--- src/rtl/seq_multiplier_sm.sv ---
// Iterative shift-add multiplier: one partial-product step per clock, N steps per product.
// Supports signed or unsigned operands per operation, with a start/busy/done handshake and synchronous abort.
module seq_multiplier_sm #(
    parameter int N = 4
) (
    input  logic             clk,
    input  logic             rst_n,
    input  logic             start,
    input  logic             signed_mode,
    input  logic             abort,
    input  logic [N-1:0]     a,
    input  logic [N-1:0]     b,
    output logic             busy,
    output logic             done,
    output logic [2*N-1:0]   r
);

    localparam int CW = $clog2(N + 1);

    typedef enum logic {IDLE, RUN} state_t;

    state_t           state, state_n;
    logic [N:0]       acc, acc_n;
    logic [N-1:0]     mq, mq_n;
    logic [N-1:0]     mc, mc_n;
    logic             mode, mode_n;
    logic [CW-1:0]    cnt, cnt_n;
    logic [2*N-1:0]   r_n;
    logic             done_n;

    logic [N:0]       ext_m, addend, sum, acc_sh;
    logic [N-1:0]     q_sh;
    logic             last_step;

    // The final step of a signed product subtracts the multiplicand: the multiplier MSB weighs -2^(N-1).
    assign last_step = (cnt == CW'(1));
    assign ext_m     = mode ? {mc[N-1], mc} : {1'b0, mc};
    assign addend    = !mq[0] ? '0 : (mode && last_step) ? (~ext_m + (N+1)'(1)) : ext_m;
    assign sum       = acc + addend;
    assign acc_sh    = {mode & sum[N], sum[N:1]};
    assign q_sh      = {sum[0], mq[N-1:1]};
    assign busy      = (state == RUN);

    // NOTE: every output of this block gets a default first, so no path can leave a latch behind.
    always_comb begin
        state_n = state;
        acc_n   = acc;
        mq_n    = mq;
        mc_n    = mc;
        mode_n  = mode;
        cnt_n   = cnt;
        r_n     = r;
        done_n  = 1'b0;
        case (state)
            IDLE: begin
                if (start) begin
                    mc_n    = a;
                    mq_n    = b;
                    mode_n  = signed_mode;
                    acc_n   = '0;
                    cnt_n   = CW'(N);
                    state_n = RUN;
                end
            end
            RUN: begin
                if (abort) begin
                    state_n = IDLE;
                end else begin
                    acc_n = acc_sh;
                    mq_n  = q_sh;
                    cnt_n = cnt - CW'(1);
                    if (last_step) begin
                        r_n     = {acc_sh[N-1:0], q_sh};
                        done_n  = 1'b1;
                        state_n = IDLE;
                    end
                end
            end
            default: state_n = IDLE;
        endcase
    end

    // NOTE: non-blocking assignments so every register samples the pre-edge values.
    always_ff @(posedge clk or negedge rst_n) begin
        if (!rst_n) begin
            state <= IDLE;
            acc   <= '0;
            mq    <= '0;
            mc    <= '0;
            mode  <= 1'b0;
            cnt   <= '0;
            r     <= '0;
            done  <= 1'b0;
        end else begin
            state <= state_n;
            acc   <= acc_n;
            mq    <= mq_n;
            mc    <= mc_n;
            mode  <= mode_n;
            cnt   <= cnt_n;
            r     <= r_n;
            done  <= done_n;
        end
    end

endmodule

--- config.mk ---
export PLATFORM = sky130hd
export DESIGN_NAME = seq_multiplier_sm
export DESIGN_NICKNAME = d
export VERILOG_FILES = /design/src/rtl/seq_multiplier_sm.sv
export SDC_FILE = /design/constraint.sdc
export NUM_CORES = 1
export LEC_CHECK = 0
export ABC_AREA = 0
export ABC_CLOCK_PERIOD_IN_PS = 2800
export CAP_MARGIN = 30
export CORE_ASPECT_RATIO = 0.8
export CORE_MARGIN = 5
export CORE_UTILIZATION = 40
export DETAILED_ROUTE_END_ITERATION = 8
export PLACE_DENSITY_LB_ADDON = 0.2
export SETUP_SLACK_MARGIN = 0.3
export SKIP_LAST_GASP = 1
export SLEW_MARGIN = 30
export SYNTH_ARGS = -nofsm -noshare
export SYNTH_HDL_FRONTEND = slang
export SYNTH_SLANG_ARGS = --single-unit
--- constraint.sdc ---
create_clock -name clk -period 2.8 [get_ports clk]
set_input_delay 0.84 -clock clk [delete_from_list [all_inputs] [get_ports clk]]
set_output_delay 0.84 -clock clk [all_outputs]
set_load 0.02 [all_outputs]
==> out/qor.txt, run 1 <==
outcome = finished, final reports clean
Fill cells = 316
Yosys top cell by area = dfrtp_1
RSZ-0062 raised after global routing = true
Synth cell types = 31
Synth Area in Compound Gates = 14.84%
I/O Pins = 23
clock slew at reported path FFs = 90 ps
crit path max fanout = 5
detailed-route wire length = 2993 um
hold_ws = 481.2 ps
clk root buf = clkbuf_8
Inserted Diodes = 0
DRT Pass-1 Iters = 4
Die X-Extent = 77.52 um
flops & latches, synth = 27
starting utilization of the core area = 42.03%
Rows = 19
main combinational cell family by area after synthesis = simple AND/OR/NAND/NOR gates
Post-Syn Instances = 143
GPL Wtd Cong = 0.7827
H-tree Lvls = 1
hold_buf cts = 0
Final setup viols = 0
min Tclk post-route = 2472 ps
vias in the first global route = 1105
top-count cell post-synth = dfrtp_1
worst rel slew slack = 67.80%
clk_lat worst skew = 280 ps
core area = 3471 um^2
wire length per cell = 13.86 um
max-slew violations = 0
Synth Area in Adders = 7.376%
CP endpoint kind = flop
Primary FF master, synth = dfrtp_1
fmax = 0.4046 GHz
Die Footprint = 4962 um^2
CTS sink count = 27
main area contributors after synthesis = dfrtp_1 46%, ha_1 6.0%, o21ai_0 5.5%, nand2_1 5.1%, mux2_2 4.6%
TNS Setup = 0 ps
CTS tree = done
clk buf depth = 2
Final Hold Fails = 0
Critical Path AT = 2640 ps
Synth Area in XOR/XNOR = 4.889%
DRC viols = 0
die height = 64.02 um
Via density = 5.028
hpwl dp = 2210 um
first-pass GRT wire length = 5126 um
met1 Use GR = 17.75%
Data required, critical path = 2970 ps
CTS buffer count = 3
Startpoint Class = flop
Post-Synthesis Net Count = 164
Netlist Area Pre-Place = 1459 um^2
Worst Max-Slew Pin Slew = 481.9 ps
mux share of post-synthesis cell area = 7.376%
pin count of the biggest net entering global routing = 28
Min-Delay Path Class = reg -> reg
share of the synthesized area in the top cell type = 46.31%
EDFF count, synth = 0
MaxCap Viol Count = 0
area grow syn2layout = 28.64%
Routed Antenna Nets = 0
YS warnings = 0
grt ovf = 0
initial antenna violation count = 0
vias = 1086
period utilisation layout = 88.28%
VDD IR-drop max = 405.1 uV
GR peak layer = met2
Global Route met2 Usage = 19.64%
Synth Area in Simple Gates = 15.52%
Pwr Density = 888.2 nW/um^2
leakage power = 0.8489 nW
fraction of layout cells with a size suffix above 1 = 18.39%
GRT met3 Usage = 3.511%
Final nets = 196
Clock Skews = 7.880 ps
Post-synth top cells = 27 x dfrtp_1, 20 x nand2_1, 16 x o21ai_0
DRT iter0 DRCs = 62
Seq/Total Area, Yosys = 46.31%
Crit Path Category = reg -> reg
Syn Area/Cell = 10.20 um^2
port bufs = 22
Tot GR Track Use = 12.62%
Synth async-reset ratio = 100.0%
[where the power goes]
| part | internal (W) | total (W) | switching (W) | leakage, nW |
|---|---|---|---|---|
| clock | 0.0000998 | 0.000220 | 0.000121 | 0.0255 |
| combinational | 0.000402 | 0.000786 | 0.000384 | 0.480 |
| sequential | 0.000531 | 0.000661 | 0.000129 | 0.343 |
[state kept, by name (all words and copies together) (netlist names)]
register	count
acc	5
busy	1
cnt	3
done	1
mc	4
mode	1
mq	4
r	8
[worst max-delay path: stages (launching register included)]
cell and delay, ps:
dfrtp_1 390, inv_2 80, ha_4 120, nor2b_4 160, nand2_4 70, or3_1 360
a21boi_1 160, ha_1 270, nor2_2 160, a21oi_4 60, xor2_4 170, xnor2_1 140
a32o_1 220
[routing by layer]
metal  vias to the layer above  part of all wire, %
met3                         4                  3.4
li1                        545                    -
met1                       523                   49
met4                         0                 0.57
met5                         -                    0
met2                        14                   47
[repair_timing]
item,CTS,global route
gates resized for setup,11,5
endpoints found under the setup margin,3,5
pin swaps,9,6
setup buffers,3,2
[layout make-up]
class / count / area (um^2) / share of cell area, %
Sequential cell: 27 / 675.6 / 36.00
Inverter: 8 / 30.03 / 1.600
Timing Repair Buffer: 32 / 295.3 / 15.73
Multi-Input combinational cell: 103 / 777.0 / 41.40
Clock inverter: 1 / 5.005 / 0.2667
Clock buffer: 3 / 41.29 / 2.200
Tap cell: 42 / 52.55 / 2.800
[per-stage QoR]
| step | setup WS (ps) | total power, W | cell area [um^2] | utilization (%) | cells |
|---|---|---|---|---|---|
| floorplan | 303.3 | 0.001092 | 1459 | - | 143 |
| global placement | 193.4 | 0.001314 | 1745 | 50.29 | 207 |
| detailed placement | 106.3 | 0.001349 | 1745 | 50.29 | 207 |
| CTS | 301.2 | 0.001640 | 1843 | 53.10 | 214 |
| global route | 187.1 | 0.001808 | 1877 | 54.07 | 216 |
| finish | 328.2 | 0.001667 | 1877 | 54.07 | 216 |
[layout by cell type (no fill, tap or decap), types with 2 or more instances in the layout]
cell	instances
nand2_1	19
xor2_1	3
nand2b_4	2
mux2i_1	4
nor3_1	3
dfrtp_1	27
and2_1	3
o21ai_0	14
ha_1	6
mux2_2	6
a21o_1	2
inv_1	7
a211oi_1	3
clkbuf_8	3
o21ai_1	2
nor2b_1	6
a21oi_1	4
nor2_1	3
nand2b_1	3
clkdlybuf4s50_1	22
xnor2_1	2
buf_4	10
or3_1	2
[cell families after synthesis]
kind of cell / Yosys count
buf+inv: 13
flops: 27
fa+ha+maj: 8
simple gates: 45
mux: 10
compound gates: 34
xor+xnor: 6
[path summary, 6_finish.rpt]
path	from	end	slack (ps)	cells after the start
worst max-delay path	cnt[1]$_DFFE_PN0P_	acc[4]$_DFFE_PN0P_	330	12
worst min-delay path	r[3]$_DFFE_PN0P_	r[3]$_DFFE_PN0P_	480	2
worst max register to register	cnt[1]$_DFFE_PN0P_	acc[4]$_DFFE_PN0P_	330	12
worst min register to register	r[3]$_DFFE_PN0P_	r[3]$_DFFE_PN0P_	480	2
max in group asynchronous	rst_n	mode$_DFFE_PN0P_	1600	2
min in group asynchronous	rst_n	done$_DFF_PN0_	940	2
Note: power is estimated with default switching activity, not from simulation.
==> inputs of run 2 (changes only) <==
ABC_CLOCK_PERIOD_IN_PS = 2200   (was 2800)
DONT_BUFFER_PORTS = 1   (was unset)
clock period = 2.2 ns   (was 2.8 ns; I/O delays follow)
==> run 2 against run 1 <==
The flow now finishes with violations (setup timing). Setup slack worse by 570 ps. Register-to-register slack got worse by 570 ps. Via count shrank 4.7%. Hold slack lost 420 ps. Flip-flop and latch count did not move. Clock skew grew 2.3 ps. Cell count fell by 6.5%. First-iteration DRC count shrank 63%. Sequential share of layout area rose by 1.4 points. Critical path depth unchanged. Combinational power up 32%. Largest power group unchanged.
==> out/qor.txt, run 2 (same netlist as run 1, synthesis figures left out) <==
clock share of power = 13.5%
Post-DP Area = 1622 um^2
H-tree Lvls = 1
CTS tree = done
initial antenna violation count = 0
Die Footprint = 4962 um^2
Crit Path Category = reg -> reg
Final nets = 182
starting utilization of the core area = 42.03%
clock slew at reported path FFs = 110 ps
Data required, critical path = 2370 ps
CTS buffer count = 3
pin count of the biggest net entering global routing = 28
Final Hold Fails = 0
Pwr Density = 1242 nW/um^2
first-pass GRT wire length = 5195 um
hold_buf cts = 0
area grow syn2layout = 23.76%
CP max stage cell = dfrtp_1
Clock Skews = 10.13 ps
Internal = 0.001377 W
slowest stage delay, CP = 400 ps
Most flops, register = r
crit path max fanout = 5
Rows = 19
VDD IR-drop max = 557.9 uV
Sw Pwr = 0.0008661 W
TNS Setup = -1138 ps
I/O Pins = 23
crit-path cells = inv_2 -> ha_4 -> nor2b_4 -> nand2_4 -> or3_4 -> a21boi_2 -> ha_2 -> nor2_4 -> a21oi_4 -> xor2_4 -> xnor2_1 -> a32o_1
MaxCap Viol Count = 0
max FFs per register = 8
vias in the first global route = 1040
clk buf depth = 2
highest-count cells in the layout ignoring fill and taps = 27 x dfrtp_1, 19 x nand2_1, 15 x buf_4
fraction of layout cells with a size suffix above 1 = 31.25%
wire length per cell = 15.23 um
detailed-route wire length = 3076 um
max-slew violations = 0
commonest non-fill, non-tap cell in the layout = dfrtp_1
period utilisation layout = 111.1%
vias = 1035
Seq pwr share = 40.0%
DRT Pass-1 Iters = 4
outcome = finished with violations
Comb power frac = 46.6%
clk_lat worst skew = 280 ps
Inserted Diodes = 0
Worst Max-Slew Pin Slew = 512.2 ps
Final setup viols = 7
worst rel slew slack = 65.77%
core area = 3471 um^2
Critical Path AT = 2610 ps
CTS sink count = 27
pre-CTS setup slack = -302.1 ps
Min-Delay Path Class = in -> async
worst reg-to-reg setup slack = -240 ps
CP endpoint kind = flop
top flop regs = r: 8 flops, acc: 5 flops
fin area = 1805 um^2
Sw Share = 38.62%
hpwl dp = 2306 um
port bufs = 0
DRT iter0 DRCs = 23
die height = 64.02 um
fmax = 0.4093 GHz
Tot GR Track Use = 13.16%
RSZ-0062 raised after global routing = true
Startpoint Class = flop
final setup margin = -243.4 ps
Pwr Total = 0.002243 W
clk root buf = clkbuf_8
Via density = 5.124
grt ovf = 0
violated checks = setup timing
DRC viols = 0
leakage power = 0.8255 nW
min Tclk post-route = 2443 ps
GPL Wtd Cong = 0.7917
Routed Antenna Nets = 0
Die X-Extent = 77.52 um
run 2: layer usage:
layer / global-route usage [%] / share of wire (%) / wire, um / up-vias
met3: 3.933 / 4.5 / 139 / 4
li1: - / - / - / 515
met2: 20.80 / 48 / 1479 / 17
met5: 0 / 0 / 0 / -
met1: 17.78 / 46 / 1428 / 499
met4: 3.219 / 0.91 / 28 / 0
run 2: path summary, 6_finish.rpt:
path / cells past startpoint / endpoint / startpoint
setup / recovery: 12 / acc[4]$_DFFE_PN0P_ / cnt[1]$_DFFE_PN0P_
hold / removal: 0 / cnt[0]$_DFFE_PN0P_ / rst_n
setup reg to reg: 12 / acc[4]$_DFFE_PN0P_ / cnt[1]$_DFFE_PN0P_
hold reg to reg: 2 / cnt[1]$_DFFE_PN0P_ / cnt[1]$_DFFE_PN0P_
max in group asynchronous: 0 / acc[1]$_DFFE_PN0P_ / rst_n
min in group clk: 1 / mq[0]$_DFFE_PN0P_ / abort
run 2: stage by stage:
step	utilization (%)	std cells	hold slack (ps)
floorplan	-	143	364.4
global placement	46.72	194	365.4
detailed placement	46.72	194	365.4
CTS	49.75	200	51.51
global route	52.02	202	30.85
finish	52.02	202	56.89
run 2: worst max-delay path, delay by kind of cell (launching register included):
kind	cells	cell delay, ps
buffers and inverters	1	80
flip-flops	1	400
AO/OA/AOI/OAI	3	400
AND/OR/NAND/NOR	4	720
XOR/XNOR	2	300
adder cells (fa/ha/maj)	2	420
run 2: area by class of cell:
class | count | area (um^2)
clock buffers | 3 | 41.29
clock inverters | 1 | 8.758
fillers | 315 | 1665
inverters | 8 | 30.03
multi-input cells | 103 | 850.8
flip-flops and latches | 27 | 675.6
well taps | 42 | 52.55
repair buffers | 18 | 146.4
run 2: what timing repair did:
item	4_1_cts	5_1_grt
pin swaps	10	13
setup buffers	2	2
setup endpoints to repair	9	9
gates cloned	0	0
resized for setup	8	14
run 2: power by group through the flow:
stage	combinational [W]	sequential (W)	clock, W
after CTS	0.000940	0.000893	0.000311
after detailed placement	0.000833	0.000896	0
after global placement	0.000805	0.000892	0
final	0.00104	0.000896	0.000302
after floorplan	0.000547	0.000890	0
after global routing	0.00116	0.000923	0.000336
